File: src/rtl/fetch_unit.sv
// fetch_unit -- instruction fetch stage with a 2-bit bimodal branch predictor.
//
// Issues at most one outstanding instruction-memory request. At 1-cycle memory
// latency it delivers one instruction per cycle. The next request address is
// produced in the same cycle as the delivery, using the BHT (conditional
// branches) or an unconditional JAL target.
//
// Ports
//   clk, reset_n            clock; asynchronous active-low reset
//   stall_i                 IF/ID is holding, so the current delivery is not consumed
//   redirect_i/_pc_i        EX-stage correction; highest priority
//   update_valid_i/_pc_i/_taken_i   resolved conditional branch, trains the BHT
//   imem_req_o/_addr_o      single-cycle fetch request pulse and address
//   imem_valid_i/_rdata_i   memory response strobe and instruction word
//   instruction_o, pc_o, br_pred_o  delivered word, its PC, predicted-taken flag
module fetch_unit #(
    parameter logic [31:0] RESET_PC    = 32'h0000_0000,
    parameter int          BHT_ENTRIES = 16
) (
    input  logic        clk,
    input  logic        reset_n,
    input  logic        stall_i,
    input  logic        redirect_i,
    input  logic [31:0] redirect_pc_i,
    input  logic        update_valid_i,
    input  logic [31:0] update_pc_i,
    input  logic        update_taken_i,
    output logic        imem_req_o,
    output logic [31:0] imem_addr_o,
    input  logic        imem_valid_i,
    input  logic [31:0] imem_rdata_i,
    output logic [31:0] instruction_o,
    output logic [31:0] pc_o,
    output logic        br_pred_o
);

    localparam int          IDX_W = $clog2(BHT_ENTRIES);
    localparam logic [31:0] NOP   = 32'h0000_0013;

    typedef enum logic [1:0] {ST_REQ, ST_WAIT, ST_HOLD, ST_DROP} state_t;

    state_t      state, state_nxt;
    logic [31:0] pc, pc_nxt;
    logic [31:0] hold_instr;
    logic        hold_pred;
    logic        capture;
    logic [1:0]  bht [BHT_ENTRIES];

    // Bits of the update PC outside the index field never matter.
    logic unused_upd_bits;
    assign unused_upd_bits = ^{update_pc_i[31:IDX_W+2], update_pc_i[1:0]};

    // Decode of the word being delivered (live response or the held copy).
    logic [31:0] word, b_imm, j_imm, target, next_pc;
    logic [IDX_W-1:0] lk_idx, upd_idx;
    logic is_br, is_jal, pred_live, pred;

    assign word      = (state == ST_HOLD) ? hold_instr : imem_rdata_i;
    assign is_br     = (word[6:0] == 7'b1100011);
    assign is_jal    = (word[6:0] == 7'b1101111);
    assign b_imm     = {{19{word[31]}}, word[31], word[7], word[30:25], word[11:8], 1'b0};
    assign j_imm     = {{11{word[31]}}, word[31], word[19:12], word[20], word[30:21], 1'b0};
    assign lk_idx    = pc[IDX_W+1:2];
    assign upd_idx   = update_pc_i[IDX_W+1:2];
    // Lookup reads the register array directly, so a same-cycle update of the
    // same entry is seen only from the next cycle on.
    assign pred_live = is_jal | (is_br & bht[lk_idx][1]);
    // A held word keeps the prediction it had when it first arrived.
    assign pred      = (state == ST_HOLD) ? hold_pred : pred_live;
    assign target    = pc + (is_jal ? j_imm : b_imm);
    assign next_pc   = pred ? target : pc + 32'd4;

    always_comb begin
        state_nxt     = state;
        pc_nxt        = pc;
        capture       = 1'b0;
        imem_req_o    = 1'b0;
        imem_addr_o   = pc;
        instruction_o = NOP;
        pc_o          = pc;
        br_pred_o     = 1'b0;
        if (redirect_i) begin
            pc_nxt    = redirect_pc_i;
            // A request still in flight must be drained before refetching.
            state_nxt = (state == ST_WAIT && !imem_valid_i) ? ST_DROP : ST_REQ;
        end else begin
            case (state)
                ST_REQ: begin
                    imem_req_o = 1'b1;
                    state_nxt  = ST_WAIT;
                end
                ST_WAIT: begin
                    if (imem_valid_i) begin
                        instruction_o = word;
                        br_pred_o     = pred;
                        if (!stall_i) begin
                            imem_req_o  = 1'b1;
                            imem_addr_o = next_pc;
                            pc_nxt      = next_pc;
                        end else begin
                            capture   = 1'b1;
                            state_nxt = ST_HOLD;
                        end
                    end
                end
                ST_HOLD: begin
                    instruction_o = word;
                    br_pred_o     = pred;
                    if (!stall_i) begin
                        imem_req_o  = 1'b1;
                        imem_addr_o = next_pc;
                        pc_nxt      = next_pc;
                        state_nxt   = ST_WAIT;
                    end
                end
                ST_DROP: begin
                    if (imem_valid_i) state_nxt = ST_REQ;
                end
                default: state_nxt = ST_REQ;
            endcase
        end
        // State is already REQ while reset is held; keep the bus quiet.
        if (!reset_n) imem_req_o = 1'b0;
    end

    always_ff @(posedge clk or negedge reset_n) begin
        if (!reset_n) begin
            state      <= ST_REQ;
            pc         <= RESET_PC;
            hold_instr <= '0;
            hold_pred  <= 1'b0;
        end else begin
            state <= state_nxt;
            pc    <= pc_nxt;
            if (capture) begin
                hold_instr <= imem_rdata_i;
                hold_pred  <= pred_live;
            end
        end
    end

    always_ff @(posedge clk or negedge reset_n) begin
        if (!reset_n) begin
            for (int i = 0; i < BHT_ENTRIES; i++) bht[i] <= 2'b01;
        end else if (update_valid_i) begin
            if (update_taken_i && bht[upd_idx] != 2'b11)
                bht[upd_idx] <= bht[upd_idx] + 2'b01;
            else if (!update_taken_i && bht[upd_idx] != 2'b00)
                bht[upd_idx] <= bht[upd_idx] - 2'b01;
        end
    end

endmodule
File: config.mk
export PLATFORM = sky130hd
export DESIGN_NAME = fetch_unit
export DESIGN_NICKNAME = d
export VERILOG_FILES = /design/src/rtl/fetch_unit.sv
export SDC_FILE = /design/constraint.sdc
export NUM_CORES = 1
export LEC_CHECK = 0
export CAP_MARGIN = 15
export CORE_MARGIN = 2
export CORE_UTILIZATION = 40
export CTS_BUF_LIST = sky130_fd_sc_hd__clkbuf_16
export CTS_CLUSTER_SIZE = 28
export DETAILED_ROUTE_END_ITERATION = 10
export DONT_BUFFER_PORTS = 1
export GPL_TIMING_DRIVEN = 0
export PLACE_DENSITY = 0.51
export SYNTH_ARGS = -nofsm -noshare
export SYNTH_HDL_FRONTEND = slang
export SYNTH_SLANG_ARGS = --single-unit
File: constraint.sdc
create_clock -name clk -period 11.8 [get_ports clk]
set_input_delay 1.18 -clock clk [delete_from_list [all_inputs] [get_ports clk]]
set_output_delay 1.18 -clock clk [all_outputs]
set_load 0.005 [all_outputs]
==> Yosys cells after proc, flatten, opt, wreduce, memory -nomap -nowiden <==
Cells that the tools add are included.
{ "totals": {"reg_bits": 99, "in_bits": 103, "output_inout_bits": 98, "elab_cells": 95} }
{ "op_classes": {"addsub": 4, "order_cmp": 3, "eq_ne": 10, "mux": 43, "bitwise_logic": 4, "n_reduce_logical": 11} }
{ "ops": {"columns": ["operator", "count"], "rows": [
  ["32-bit two-way mux", 10],
  ["32-bit case mux with 2 select lines", 2],
  ["32-bit bitwise mux", 2],
  ["32-bit by 3-bit adder with 32-bit output, second input constant", 1],
  ["32-bit adder", 1],
  ["2-bit two-way mux", 11],
  ["20-bit two-way mux", 1],
  ["2-bit binary-select mux with 4-bit select", 2],
  ["7-bit == test, second input constant", 2],
  ["3-bit inequality test, second input constant", 4],
  ["1-bit two-way mux", 11],
  ["5-bit >= comparator, second input constant", 2],
  ["4-bit NOT with 5-bit output", 2],
  ["2-bit demux with 4-bit select", 1],
  ["2-bit case mux with 4 select lines", 1],
  ["5-bit by 1-bit < comparator with 1-bit output, second input constant", 1],
  ["2-bit == test, second input constant", 2],
  ["1-bit logical AND", 4],
  ["4-bit AND reduction", 1],
  ["2-bit nonzero test", 2],
  ["1-bit case mux with 3 select lines", 1],
  ["2-bit by 1-bit adder with 2-bit output, second input constant", 1],
  ["2-bit by 1-bit == test with 1-bit output, second input constant", 1],
  ["1-bit zero test", 2],
  ["other kinds (7)", 7]
]} }

==> Depth between registers and ports, before layout <==
{ "depth": {"ltp_word": 12, "depth_mapped": 20, "depth_no_buf": 19} }

==> Worst setup path before layout <==
Ideal clock, no wire load.
{ "synth_path": {"path_kind": "input to output", "startpoint": "input port imem_rdata_i[4]", "endpoint": "output port imem_addr_o[25]", "arrival_ns": 4.511, "required_ns": 10.620, "slack_ns": 6.109, "path_stages": 16, "path_buffers": 1, "path_cell_list": "nand4b_1 > nor2_1 > nor2_1 > nor2_1 > clkbuf_1 > mux4_2 > ha_1 > o211ai_1 > a21oi_1 > and3b_1 > o31ai_2 > a21oi_1 > o21bai_1 > xor2_1 > o221ai_1 > a21oi_1"} }
{ "synth_via": {"elab_chain_cells": 10, "elab_cells_between_ends": 13, "classes_between": "add/sub: 1; eq/ne: 2; mux: 8; bitwise: 2"} }
{ "synth_lines": {"columns": ["item", "line", "text"], "rows": [
  ["start, declared", "31", "input logic [31:0] imem_rdata_i,"],
  ["32-bit two-way mux (*)", "58", "assign word = (state == ST_HOLD) ? hold_instr : imem_rdata_i;"],
  ["parallel branches: the longest is 4 deep, another holds 32-bit adder", null, null],
  ["32-bit two-way mux (*)", "71", "assign next_pc = pred ? target : pc + 32'd4;"],
  ["32-bit two-way mux (*)", null, null],
  ["32-bit two-way mux", null, null],
  ["32-bit case mux with 2 select lines (*)", null, null],
  ["32-bit two-way mux (*)", "82", "if (redirect_i) begin"],
  ["end, declared", "29", "output logic [31:0] imem_addr_o,"]
]} }
Mark *: on every way between the ends.

==> Worst setup path after layout <==
{ "layout_path": {"startpoint": "register state[0]", "endpoint": "output port imem_addr_o[24]"} }
{ "layout_via": {"elab_chain_cells": 11, "elab_cells_between_ends": 15, "classes_between": "add/sub: 1; eq/ne: 4; mux: 8; bitwise: 2"} }
{ "layout_lines": {"columns": ["item", "line", "text"], "rows": [
  ["start, declared", "42", "state_t state, state_nxt;"],
  ["start signal, assigned", "133", "state <= state_nxt;"],
  ["parallel branches: the longest is 9 deep, another holds 32-bit adder", null, null],
  ["32-bit case mux with 2 select lines (*)", null, null],
  ["32-bit two-way mux (*)", "82", null]
]} }
Marks and branches as above.

==> metrics.txt <==
CTS tree built; Worst Setup End Kind output port; fraction of layout cells with a size suffix above 1 about an eighth; routed wl met2 around 13 mm; Buf/Inv on CP 4; Post-CTS Setup Inserts 0; Arr. time, crit path about 6.6 ns; Synth async-reset ratio 100.0%; Layout Nets between 1,000 and 1,500; Seq/Total Area, Yosys ~30%; DR vias/cell around 6.1; WS Path Type register to output port; wire length on met3 2.548 mm; post_cts resized 0; footprint of the multi-input gates about 5500 um^2; Initial Utilization approximately 40%; EDFF count, synth 0; worst-skew pair later-pin latency 0.37 ns; hold buffer count at CTS 0; worst vdd ir approximately 0.00009 V; Synth Register Bits 99; first-pass GRT wire length 45.31 mm; crit path time final approximately 7.8 ns; worst-margin pin slew about 1.3 ns; Fillers approximately 2,100; post-detail-place hpwl between 20 and 25 mm; vias in the first global route ~7,300; max layer used met4; WL final 30.17 mm; die area ~22,000 um^2; # DRC 0; final setup vio count 0; H-Tree Depth 3; top_reg_cell synth dfrtp_1; Critical Path, Cell by Cell inv_1, ha_1, clkbuf_1, buf_1, buf_1, mux2i_1, a21oi_1, ha_1, o21ai_0, a21oi_1, o21bai_1, a22oi_1, a21oi_1, xnor2_1, a2111oi_0, a2111oi_0, a21o_1; antenna viol nets, final 0; Max Freq 128.9 MHz; Top delay family on crit path compound AO/OA/AOI/OAI gates; Routed WL per cell between 20 and 25 um; TritonCTS buffer count 9; # IOs ~200; core area around 21,000 um^2; DR iter-0 viols ~630; Register Area roughly 2500 um^2; largest net degree at the start of global routing 101; FP Rows 53; CTS clock-pin slew for the worst setup and hold paths approximately 0.080 ns; crit path max-delay cell type a2111oi_0; grt total ovfl 0; Root Driver clkbuf_16; chip height around 150 um; CP max stage delay ~1.1 ns; Startpoint Class register; fin. max-slew vios 0; Total Power between 0.002 and 0.0025 W; peak fanout along the critical path 10; synth unique cells 61; maxcap violations 0; # port buffers 0; clock buffer depth 2; run status completed; most prevalent standard cell on the critical path a21oi_1; leak pwr 3.954 nW; DIE WIDTH between 100 and 150 um; setup_tns 0 ns; Syn-to-layout area delta 7.609%; number of iterations in the first detailed-routing pass 6; PD cells 237.5 nW/um^2; Slew headroom between 10% and 20%; Syn Inst Count 993; RePlAce Congestion 0.9176; initial antenna violation count 1; WP data required ~11 ns; synth warn 0; syn avg cell area between 8 and 9 um^2; worst min path class register to register; DRT met1 WL between 10 and 15 mm; Fin. Hold Viols 0; RSZ-0062 raised after global routing false; clk sink count ~100; routed vias roughly 8,000; Max Clock Skew roughly 0.011 ns; mapped cell area roughly 8400 um^2; Syn Nets between 1,000 and 1,500; GRT Overall Usage a little over a quarter; final period utilization between 60% and 70%
==> kinds of logic after synthesis <==
group / count (synthesis) / share of synthesized area (%)
AOI/OAI and AO/OA: 285 / 21.47
xor gates and xnor gates: 34 / 3.544
adders and majority gates: 41 / 6.194
DFF: 99 / 29.72
muxes: 101 / 15.44
buffers and inverters: 90 / 4.378
and+or+nand+nor: 343 / 19.25
==> final timing paths <==
| check | to | slack (ns) | from | depth (start not counted) |
|---|---|---|---|---|
| setup / recovery | imem_addr_o[24] | 4.04 | state[0] | 17 |
| hold / removal | register | 0.48 | register | 2 |
| setup reg to reg | pc_o[24] | 5.57 | state[0] | 17 |
| hold reg to reg | register | 0.48 | register | 2 |
| max in group asynchronous | asynchronous set/reset pin | 11.11 | reset_n | 0 |
| min in group asynchronous | bht[29] | 0.50 | reset_n | 0 |
==> cell type report <==
type / count / area share, %
multi-input combinational: 804 / 61.24
sequential: 99 / 27.62
tap: 275 / 3.805
buffer: 62 / 2.906
clock buffer: 9 / 2.491
inverter: 28 / 1.162
clock inverter: 7 / 0.7472
antenna: 1 / 0.02767
==> Yosys cell counts (all sizes together), types with 10 or more instances <==
| master | n | share of area, % |
|---|---|---|
| ha | 40 | 6.0 |
| nand2 | 114 | 5.1 |
| buf | 20 | 1.2 |
| mux2i | 25 | 3.0 |
| nand2b | 10 | 0.74 |
| o211ai | 15 | 1.3 |
| o21ai | 58 | 3.5 |
| dfstp | 16 | 5.0 |
| xor2 | 13 | 1.4 |
| a31oi | 17 | 1.3 |
| mux2 | 59 | 7.9 |
| dfrtp | 83 | 25 |
| clkbuf | 42 | 1.9 |
| inv | 28 | 1.3 |
| a211o | 14 | 1.5 |
| nor2 | 93 | 4.2 |
| a21oi | 91 | 5.4 |
| nand4 | 11 | 0.82 |
| a211oi | 11 | 0.98 |
| xnor2 | 21 | 2.2 |
| nor3 | 21 | 1.3 |
| a21o | 32 | 2.9 |
| mux4 | 17 | 4.6 |
| nand3 | 19 | 1.1 |
| and3 | 34 | 2.5 |
==> worst reg2reg max path, delay by kind of cell, from the launching register on <==
family	cells	cell delay, ns
buffers and inverters	4	1.90
AO/OA/AOI/OAI	9	2.54
flip-flops	1	0.41
multiplexers	1	0.38
XOR/XNOR	1	0.32
adder cells (fa/ha/maj)	2	0.63
==> cell usage in the layout (no fill, tap or decap), drive strengths merged, types with 4 or more instances in the layout <==
cell	instances
nand2	114
mux2	59
nor2	93
o21ai	58
a211o	14
nand2b	10
buf	20
ha	40
a21oi	91
dfrtp	83
clkbuf	51
nand3b	7
a221oi	4
and2	6
a211oi	11
o31ai	5
mux2i	25
nor3	21
dfstp	16
o211ai	15
mux4	17
nor4	8
and3	34
o22ai	5
o21bai	7
xor2	13
xnor2	21
nor2b	4
nand3	19
nand4	11
a31oi	17
a21o	32
inv	32
==> through the flow <==
step / cells / hold WS [ns] / worst slack (ns) / instance area, um^2 / utilization [%]
2_1_floorplan: 993 / 0.4492 / 6.109 / 8403 / -
3_3_place_gp: 1268 / 0.4686 / 4.474 / 8747 / 42.01
3_5_place_dp: 1268 / 0.4709 / 4.529 / 8747 / 42.01
4_1_cts: 1284 / 0.4865 / 4.257 / 9040 / 43.41
5_1_grt: 1284 / 0.4790 / 3.722 / 9040 / 43.41
6_report: 1285 / 0.4825 / 4.045 / 9042 / 43.43
==> power by group <==
| group | leakage (nW) | switching [W] | internal [W] | total, W |
|---|---|---|---|---|
| sequential | 1.19 | 0.000151 | 0.000494 | 0.000644 |
| combinational | 2.62 | 0.000709 | 0.000477 | 0.00119 |
| clock | 0.141 | 0.000168 | 0.000150 | 0.000317 |
| total | 3.95 | 0.00103 | 0.00112 | 0.00215 |
==> layer usage <==
layer	track usage [%]	vias to the layer above
met4	5.286	0
li1	-	3674
met1	38.20	3808
met3	6.820	27
met2	41.84	339
met5	0	-
Note: power is estimated with default switching activity, not from simulation.
